--- src/rtl/mem_arbiter.sv ---
// mem_arbiter: shares the single SPI memory read engine between the
// instruction-fetch and data-fetch requesters. It sequences the engine's
// level start/done handshake, arbitrates ties, and aborts hung reads.
module mem_arbiter #(
  parameter bit          DATA_PRIORITY  = 1'b0,
  parameter logic [15:0] TIMEOUT_CYCLES = 16'd4096
) (
  input  logic        clk,
  input  logic        rst,
  input  logic        i_req,
  input  logic [23:0] i_addr,
  input  logic [2:0]  i_bytes,
  output logic        i_done,
  output logic [31:0] i_rdata,
  output logic        i_err,
  input  logic        d_req,
  input  logic [23:0] d_addr,
  input  logic [2:0]  d_bytes,
  output logic        d_done,
  output logic [31:0] d_rdata,
  output logic        d_err,
  output logic        mem_start,
  output logic [23:0] mem_addr,
  output logic [2:0]  mem_bytes,
  input  logic        mem_done,
  input  logic [31:0] mem_rdata,
  output logic        busy
);

  localparam int unsigned ADDR_W  = 24;
  localparam int unsigned DATA_W  = 32;
  localparam int unsigned BYTES_W = 3;
  localparam int unsigned CNT_W   = 16;

  typedef enum logic [1:0] {
    ST_IDLE    = 2'd0,
    ST_ISSUE   = 2'd1,
    ST_RELEASE = 2'd2
  } state_t;

  state_t state_q;
  state_t state_d;

  // Transfer ownership, tie-break pointer, served flags, watchdog.
  logic               grant_data_q;
  logic               rr_data_q;
  logic               served_i_q;
  logic               served_d_q;
  logic [CNT_W-1:0]   cnt_q;

  logic               grant_data_d;
  logic               rr_data_d;
  logic               served_i_d;
  logic               served_d_d;
  logic [CNT_W-1:0]   cnt_d;

  logic               mem_start_d;
  logic [ADDR_W-1:0]  mem_addr_d;
  logic [BYTES_W-1:0] mem_bytes_d;
  logic               i_done_d;
  logic               d_done_d;
  logic               i_err_d;
  logic               d_err_d;
  logic [DATA_W-1:0]  i_rdata_d;
  logic [DATA_W-1:0]  d_rdata_d;
  logic               busy_d;

  // Shared arbitration and completion terms.
  logic               elig_i;
  logic               elig_d;
  logic               any_elig;
  logic               pick_data;
  logic               can_grant;
  logic               launch;
  logic               complete;
  logic               abort;
  logic               finish;
  logic [CNT_W-1:0]   cnt_inc;
  logic               timeout_hit;

  // Eligibility, winner selection and watchdog expiry.
  always_comb begin
    elig_i      = i_req & ~served_i_q;
    elig_d      = d_req & ~served_d_q;
    any_elig    = elig_i | elig_d;
    pick_data   = elig_d & (~elig_i | DATA_PRIORITY | rr_data_q);
    cnt_inc     = cnt_q + CNT_W'(1);
    timeout_hit = (TIMEOUT_CYCLES != 16'd0) && (cnt_inc == TIMEOUT_CYCLES);
    can_grant   = (state_q == ST_IDLE) || ((state_q == ST_RELEASE) && !mem_done);
    launch      = can_grant & any_elig;
    complete    = (state_q == ST_ISSUE) & mem_done;
    abort       = (state_q == ST_ISSUE) & ~mem_done & timeout_hit;
    finish      = complete | abort;
  end

  // State register.
  always_ff @(posedge clk) begin
    if (rst) begin
      state_q <= ST_IDLE;
    end else begin
      state_q <= state_d;
    end
  end

  // Next-state logic.
  always_comb begin
    state_d = state_q;
    case (state_q)
      ST_IDLE: begin
        if (any_elig) state_d = ST_ISSUE;
      end
      ST_ISSUE: begin
        if (finish) state_d = ST_RELEASE;
      end
      ST_RELEASE: begin
        if (!mem_done) state_d = any_elig ? ST_ISSUE : ST_IDLE;
      end
      default: state_d = ST_IDLE;
    endcase
  end

  // Next values for the registered outputs and bookkeeping.
  always_comb begin
    mem_start_d  = launch | ((state_q == ST_ISSUE) & ~finish);
    mem_addr_d   = mem_addr;
    mem_bytes_d  = mem_bytes;
    grant_data_d = grant_data_q;
    rr_data_d    = rr_data_q;
    cnt_d        = cnt_q;
    i_done_d     = finish & ~grant_data_q;
    d_done_d     = finish & grant_data_q;
    i_err_d      = abort & ~grant_data_q;
    d_err_d      = abort & grant_data_q;
    i_rdata_d    = i_rdata;
    d_rdata_d    = d_rdata;
    served_i_d   = served_i_q;
    served_d_d   = served_d_q;
    busy_d       = (state_d != ST_IDLE);

    if (launch) begin
      mem_addr_d   = pick_data ? d_addr : i_addr;
      mem_bytes_d  = pick_data ? d_bytes : i_bytes;
      grant_data_d = pick_data;
      rr_data_d    = ~pick_data;
      cnt_d        = '0;
    end else if (state_q == ST_ISSUE) begin
      cnt_d = cnt_inc;
    end

    if (finish) begin
      if (grant_data_q) begin
        d_rdata_d  = complete ? mem_rdata : '0;
        served_d_d = 1'b1;
      end else begin
        i_rdata_d  = complete ? mem_rdata : '0;
        served_i_d = 1'b1;
      end
    end

    // A dropped request always re-arms its requester.
    if (!i_req) served_i_d = 1'b0;
    if (!d_req) served_d_d = 1'b0;
  end

  // Output and bookkeeping registers.
  always_ff @(posedge clk) begin
    if (rst) begin
      mem_start    <= 1'b0;
      mem_addr     <= '0;
      mem_bytes    <= '0;
      i_done       <= 1'b0;
      d_done       <= 1'b0;
      i_err        <= 1'b0;
      d_err        <= 1'b0;
      i_rdata      <= '0;
      d_rdata      <= '0;
      busy         <= 1'b0;
      grant_data_q <= 1'b0;
      rr_data_q    <= 1'b0;
      served_i_q   <= 1'b0;
      served_d_q   <= 1'b0;
      cnt_q        <= '0;
    end else begin
      mem_start    <= mem_start_d;
      mem_addr     <= mem_addr_d;
      mem_bytes    <= mem_bytes_d;
      i_done       <= i_done_d;
      d_done       <= d_done_d;
      i_err        <= i_err_d;
      d_err        <= d_err_d;
      i_rdata      <= i_rdata_d;
      d_rdata      <= d_rdata_d;
      busy         <= busy_d;
      grant_data_q <= grant_data_d;
      rr_data_q    <= rr_data_d;
      served_i_q   <= served_i_d;
      served_d_q   <= served_d_d;
      cnt_q        <= cnt_d;
    end
  end

endmodule

--- config.mk ---
export PLATFORM = sky130hd
export DESIGN_NAME = mem_arbiter
export DESIGN_NICKNAME = d
export VERILOG_FILES = /design/src/rtl/mem_arbiter.sv
export SDC_FILE = /design/constraint.sdc
export NUM_CORES = 1
export LEC_CHECK = 0
export CORE_MARGIN = 5
export CORE_UTILIZATION = 40
export DETAILED_ROUTE_END_ITERATION = 10
export HOLD_SLACK_MARGIN = 0.02
export PLACE_DENSITY = 0.76
export SKIP_CTS_REPAIR_TIMING = 1
export SYNTH_ARGS = -nofsm -noshare
export SYNTH_HDL_FRONTEND = slang
export SYNTH_SLANG_ARGS = --single-unit
--- constraint.sdc ---
create_clock -name clk -period 2.5 [get_ports clk]
set_input_delay 0.75 -clock clk [delete_from_list [all_inputs] [get_ports clk]]
set_output_delay 0.75 -clock clk [all_outputs]
set_load 0.01 [all_outputs]
Yosys cells after proc, flatten, opt, wreduce, memory -nomap -nowiden
Index checks and enable logic that the tools add are counted.
{"block": "word_totals", "wordCells": 63, "register_bits": 119, "ram_bits": 0, "latchBits": 0, "mem_bits_ro": 0, "memories": 0}
{"block": "classes", "n_eq_ne": 3, "n_mul": 0, "add_sub_neg": 1, "order_cmp": 0, "n_reduce_logical": 10, "shifts": 0, "mux": 8, "bitwise_logic": 25, "div_mod_pow": 0}
{"op": "$mux 32", "n": 1}
{"op": "$mux 24", "n": 1}
{"op": "$add 16x1->16 const B", "n": 1}
{"op": "$eq 16x13->1 const B", "n": 1}
{"op": "$and 1x1->1", "n": 12}
{"op": "$not 1->1", "n": 9}
{"op": "$mux 2", "n": 3}
{"op": "$pmux 2 s3", "n": 1}
{"op": "$reduce_or 2->1", "n": 3}
{"op": "$or 1x1->1", "n": 4}
{"op": "$reduce_and 2->1", "n": 2}
{"op": "$mux 3", "n": 1}
{"op": "$eq 2x1->1 const B", "n": 1}
{"op": "$eq 2x2->1 const B", "n": 1}
{"op": "$logic_not 2->1", "n": 1}
{"op": "$reduce_bool 2->1", "n": 1}
{"op": "$logic_and 1x1->1", "n": 1}
{"op": "$logic_not 1->1", "n": 1}
{"op": "$logic_or 1x1->1", "n": 1}
{"op": "$mux 1", "n": 1}

Longest topological paths before layout
{"block": "logic_depth", "word_depth": 7, "mapped_depth": 8, "depth_no_buf": 7}

Worst setup path before layout
Ideal clock, no wire load.
{"block": "synth_path", "path_type": "register -> register", "start": "register cnt_q[0]", "end": "register d_rdata[27]", "path_buffers": 1, "synth_period_minus_slack_ns": 2.354, "path_slack_ns": 0.146, "arrival_ns": 2.221, "required_time_ns": 2.366, "setup_time_ns": 0.134, "stages_incl_launch_ff": 9, "cell_sequence": "dfxtp_1 -> ha_1 -> nand3_1 -> nor4_1 -> xor2_1 -> or4_4 -> o211ai_4 -> buf_6 -> o22ai_1"}
{"block": "synth_between", "elab_chain_cells": 5}
{"item": "start, declared", "line_no": "49", "text": "logic [CNT_W-1:0] cnt_q;"}
{"item": "start signal, assigned", "line_no": "198", "text": "cnt_q <= cnt_d;"}
{"item": "$add 16x1->16", "line_no": "87", "text": "cnt_inc = cnt_q + CNT_W'(1);"}
{"item": "$eq 16x13->1", "line_no": "88", "text": "timeout_hit = (TIMEOUT_CYCLES != 16'd0) && (cnt_inc == TIMEOUT_CYCLES);"}
{"item": "$and 1x1->1", "line_no": "92", "text": "abort = (state_q == ST_ISSUE) & ~mem_done & timeout_hit;"}
{"item": "$or 1x1->1", "line_no": "93", "text": "finish = complete | abort;"}
{"item": "$reduce_and 2->1 (no line)"}
{"item": "end signal, assigned", "line_no": "192", "text": "d_rdata <= d_rdata_d;"}
{"item": "end, declared", "line_no": "20", "text": "output logic [31:0] d_rdata,"}
Every way passes these cells.
A chain may end at the register's enable or synchronous reset.

Worst setup path after layout
{"block": "layout_path", "start": "register cnt_q[1]", "end": "register served_i_q"}
{"block": "layout_between", "elab_chain_cells": 5}
{"item": "$add 16x1->16", "line_no": "87"}
{"item": "$eq 16x13->1", "line_no": "88"}
{"item": "$and 1x1->1", "line_no": "92"}
{"item": "$or 1x1->1", "line_no": "93"}
{"item": "$reduce_and 2->1 (no line)"}
{"item": "end signal, assigned", "line_no": "196", "text": "served_i_q <= served_i_d;"}
{"item": "end, declared", "line_no": "47", "text": "logic served_i_q;"}
Every way passes these cells.

==> results.sh <==
export IMPL_max_freq_mhz=423
export IMPL_critical_path_class="flop to flop"
export IMPL_synth_xor_area_share=0.0375
export IMPL_cts_tree="done"
export IMPL_power_density_nw_per_um2=679
export IMPL_synth_area_leaders="dfxtp_1 46%, a22oi_1 8.9%, o21ai_0 6.0%"
export IMPL_die_h_um=123
export IMPL_finalCriticalPeriod_ns=2.36
export IMPL_cts_buffer_depth=2
export IMPL_synth_area_per_cell_sq_um=8.84
export IMPL_vias=4769
export IMPL_finalWirelength_mm=14.2
export IMPL_p_leak_nw=2.79
export IMPL_synth_top_area_frac=0.463
export IMPL_die_w_um=123
export IMPL_grt_antenna_before_repair=0
export IMPL_io_pins=188
export IMPL_setup_viol=0
export IMPL_drv_cap=0
export IMPL_yosysMostFrequentCell="dfxtp_1"
export IMPL_async_reset_ff_frac=0
export IMPL_endpoint="served_i_q$_SDFFE_PP0P_"
export IMPL_fin_crit_sh=0.946
export IMPL_synthMuxAreaShare=0.0584
export IMPL_drv_slew=0
export IMPL_arrival_ns=2.67
export IMPL_synth_edf_count=0
export IMPL_seq_area_frac_synth=0.463
export IMPL_hold_class="flop to flop"
export IMPL_vdd_drop_max_uv=465
export IMPL_dp_hpwl_mm=10.7
export IMPL_yosysUniqueCellTypes=45
export IMPL_worst_path_max_fanout=7
export IMPL_syn_nets=674
export IMPL_syn_inst=582
export IMPL_yosys_area_share_adder=0.00243
export IMPL_holdCritStartpoint="i_rdata[19]$_SDFFE_PP0P_"
export IMPL_synthFlopType="dfxtp_1"
export IMPL_io_buffers=187
export IMPL_cts_buffers=17
export IMPL_routedWlPerCell_um=14.9
export IMPL_clk_latency_ns=0.40
export IMPL_core_area_sq_um=12600
export IMPL_diodes=0
export IMPL_grt_overflow=0
export IMPL_fin_cells=953
export IMPL_endpoint_kind="flop"
export IMPL_first_pass_iters=5
export IMPL_dp_cells=921
export IMPL_cts_sinks=119
export IMPL_ys_warn_count=0
export IMPL_drc=0
export IMPL_final_nets=860
export IMPL_path_clk_slew_ns=0.05
export IMPL_synth_common_cells="119 x dfxtp_1, 68 x inv_1, 62 x nor2_1, 62 x o21ai_0, 61 x a22oi_1"
export IMPL_rsz0062_at_grt="false"
export IMPL_h_tree_depth=4
export IMPL_synth_largest_area_cell="dfxtp_1"
export IMPL_cp_startpoint="cnt_q[1]$_SDFFE_PP0N_"
export IMPL_syn_cell_area_sq_um=5140
export IMPL_cp_start_kind="flop"
export IMPL_dieArea_sq_um=15200
export IMPL_grt_util_all_layers=0.183
export IMPL_ys_seq_elements=119
export IMPL_synth_top_family_by_area="compound AO/OA/AOI/OAI gates"
export IMPL_tightest_slew_ns=1.19
export IMPL_synth_compound_area_frac=0.232
export IMPL_drive_above_1_share=0.105
export IMPL_cts_root_buf="clkbuf_16"
export IMPL_grt_pass1_vias=4725
export IMPL_worst_endpoint_required_ns=2.80
export IMPL_synthSimpleGateAreaFrac=0.108
export IMPL_reg2reg_setup_slack_ns=0.14
export IMPL_finalHoldViolCount=0
export IMPL_grt_first_pass_wirelength_mm=22.7
export IMPL_area_delta_synth_final_pct=53.4
export IMPL_grt_max_degree=41
export IMPL_rows=41
export IMPL_clock_skew_ns=0.0150
export IMPL_r2r_end="served_i_q$_SDFFE_PP0P_"
export IMPL_status="finished clean"
export IMPL_routed_via_density=5.00
export IMPL_whs_ns=0.479
export IMPL_start_util=0.408
export IMPL_place_congestion=0.824
export IMPL_drt_iter0_drc=329
export IMPL_r2r_start="cnt_q[1]$_SDFFE_PP0N_"
export IMPL_slew_headroom=0.203
export IMPL_antenna_left=0
export IMPL_worst_r2r_cell_count=7
area by class of cell:
cell class	count	area, sq um
Clock buffer	21	470
Multi-Input combinational cell	350	2300
Clock inverter	11	100
Sequential cell	119	2390
Timing Repair Buffer	212	2160
Tap cell	172	215
Inverter	68	255
Fill cell	1086	4730
sequential cells by signal (all words and copies together), names as in the netlist:
| register | count |
|---|---|
| served_i_q | 1 |
| mem_start | 1 |
| d_rdata | 32 |
| busy | 1 |
| mem_bytes | 3 |
| served_d_q | 1 |
| d_err | 1 |
| cnt_q | 16 |
| grant_data_q | 1 |
| mem_addr | 24 |
| i_done | 1 |
| rr_data_q | 1 |
| i_err | 1 |
| d_done | 1 |
| i_rdata | 32 |
| state_q | 2 |
report_power, final:
group	internal (mW)	total (mW)	switching, mW	leakage [nW]
registers	2.05	2.15	0.106	0.973
logic	0.523	0.931	0.408	1.55
clock network	1.44	2.27	0.832	0.267
total	4.01	5.36	1.35	2.79
through the flow:
step	power (mW)	utilization	setup TNS, ns	area (sq um)	setup WS [ns]
after global placement	3.10	0.577	-9.86	7280	-0.173
after CTS	5.41	0.622	0	7850	0.0244
after detailed placement	3.13	0.577	-11.31	7280	-0.205
final	5.36	0.625	0	7890	0.136
after floorplan	2.57	-	0	5140	0.146
after global routing	5.60	0.625	0	7890	0.0129
critical path: stages (launching register included):
cell and delay [ns]:
dfxtp_2 0.39, ha_1 0.18, nand3_1 0.18, or3_1 0.39, o22ai_1 0.16, nand4_2 0.13
or4_4 0.60, a221oi_2 0.24
metal layers:
metal  GRT usage  vias up  routed length (um)  part of all wire
met5           0        -                   0                 0
met4      0.0637        0                 238             0.017
li1            -     2406                   -                 -
met1       0.219     2185                5810              0.41
met3      0.0508       18                 939             0.066
met2       0.315      160                7190              0.51
worst min path at each step:
stage,end,slack (ns),cells after the start
after floorplan,d_done$_SDFF_PP0_,0.47,2
after global placement,d_rdata[25]$_SDFFE_PP0P_,0.47,2
after detailed placement,d_rdata[25]$_SDFFE_PP0P_,0.47,2
after CTS,d_rdata[25]$_SDFFE_PP0P_,0.48,2
after global routing,i_rdata[19]$_SDFFE_PP0P_,0.50,2
final,i_rdata[19]$_SDFFE_PP0P_,0.48,2
cell usage in the layout, fill, tap and decap left out, types with 8 or more instances in the layout:
cell type and n:
o21ai_0 62, nand2_1 18, nor2_1 59, a211oi_1 28, xnor2_1 10, buf_12 8
clkbuf_16 17, buf_4 17, clkdlybuf4s50_1 187, a22oi_1 61, a21oi_1 10, mux2i_1 30
dfxtp_1 115, inv_1 68, xor2_1 12
cells by family after synthesis:
group                    after synthesis
AO/OA/AOI/OAI                        180
flip-flops                           119
AND/OR/NAND/NOR                      117
buffers and inverters                113
multiplexers                          30
XOR/XNOR                              22
adder cells (fa/ha/maj)                1
(Power assumes the default switching activity.)
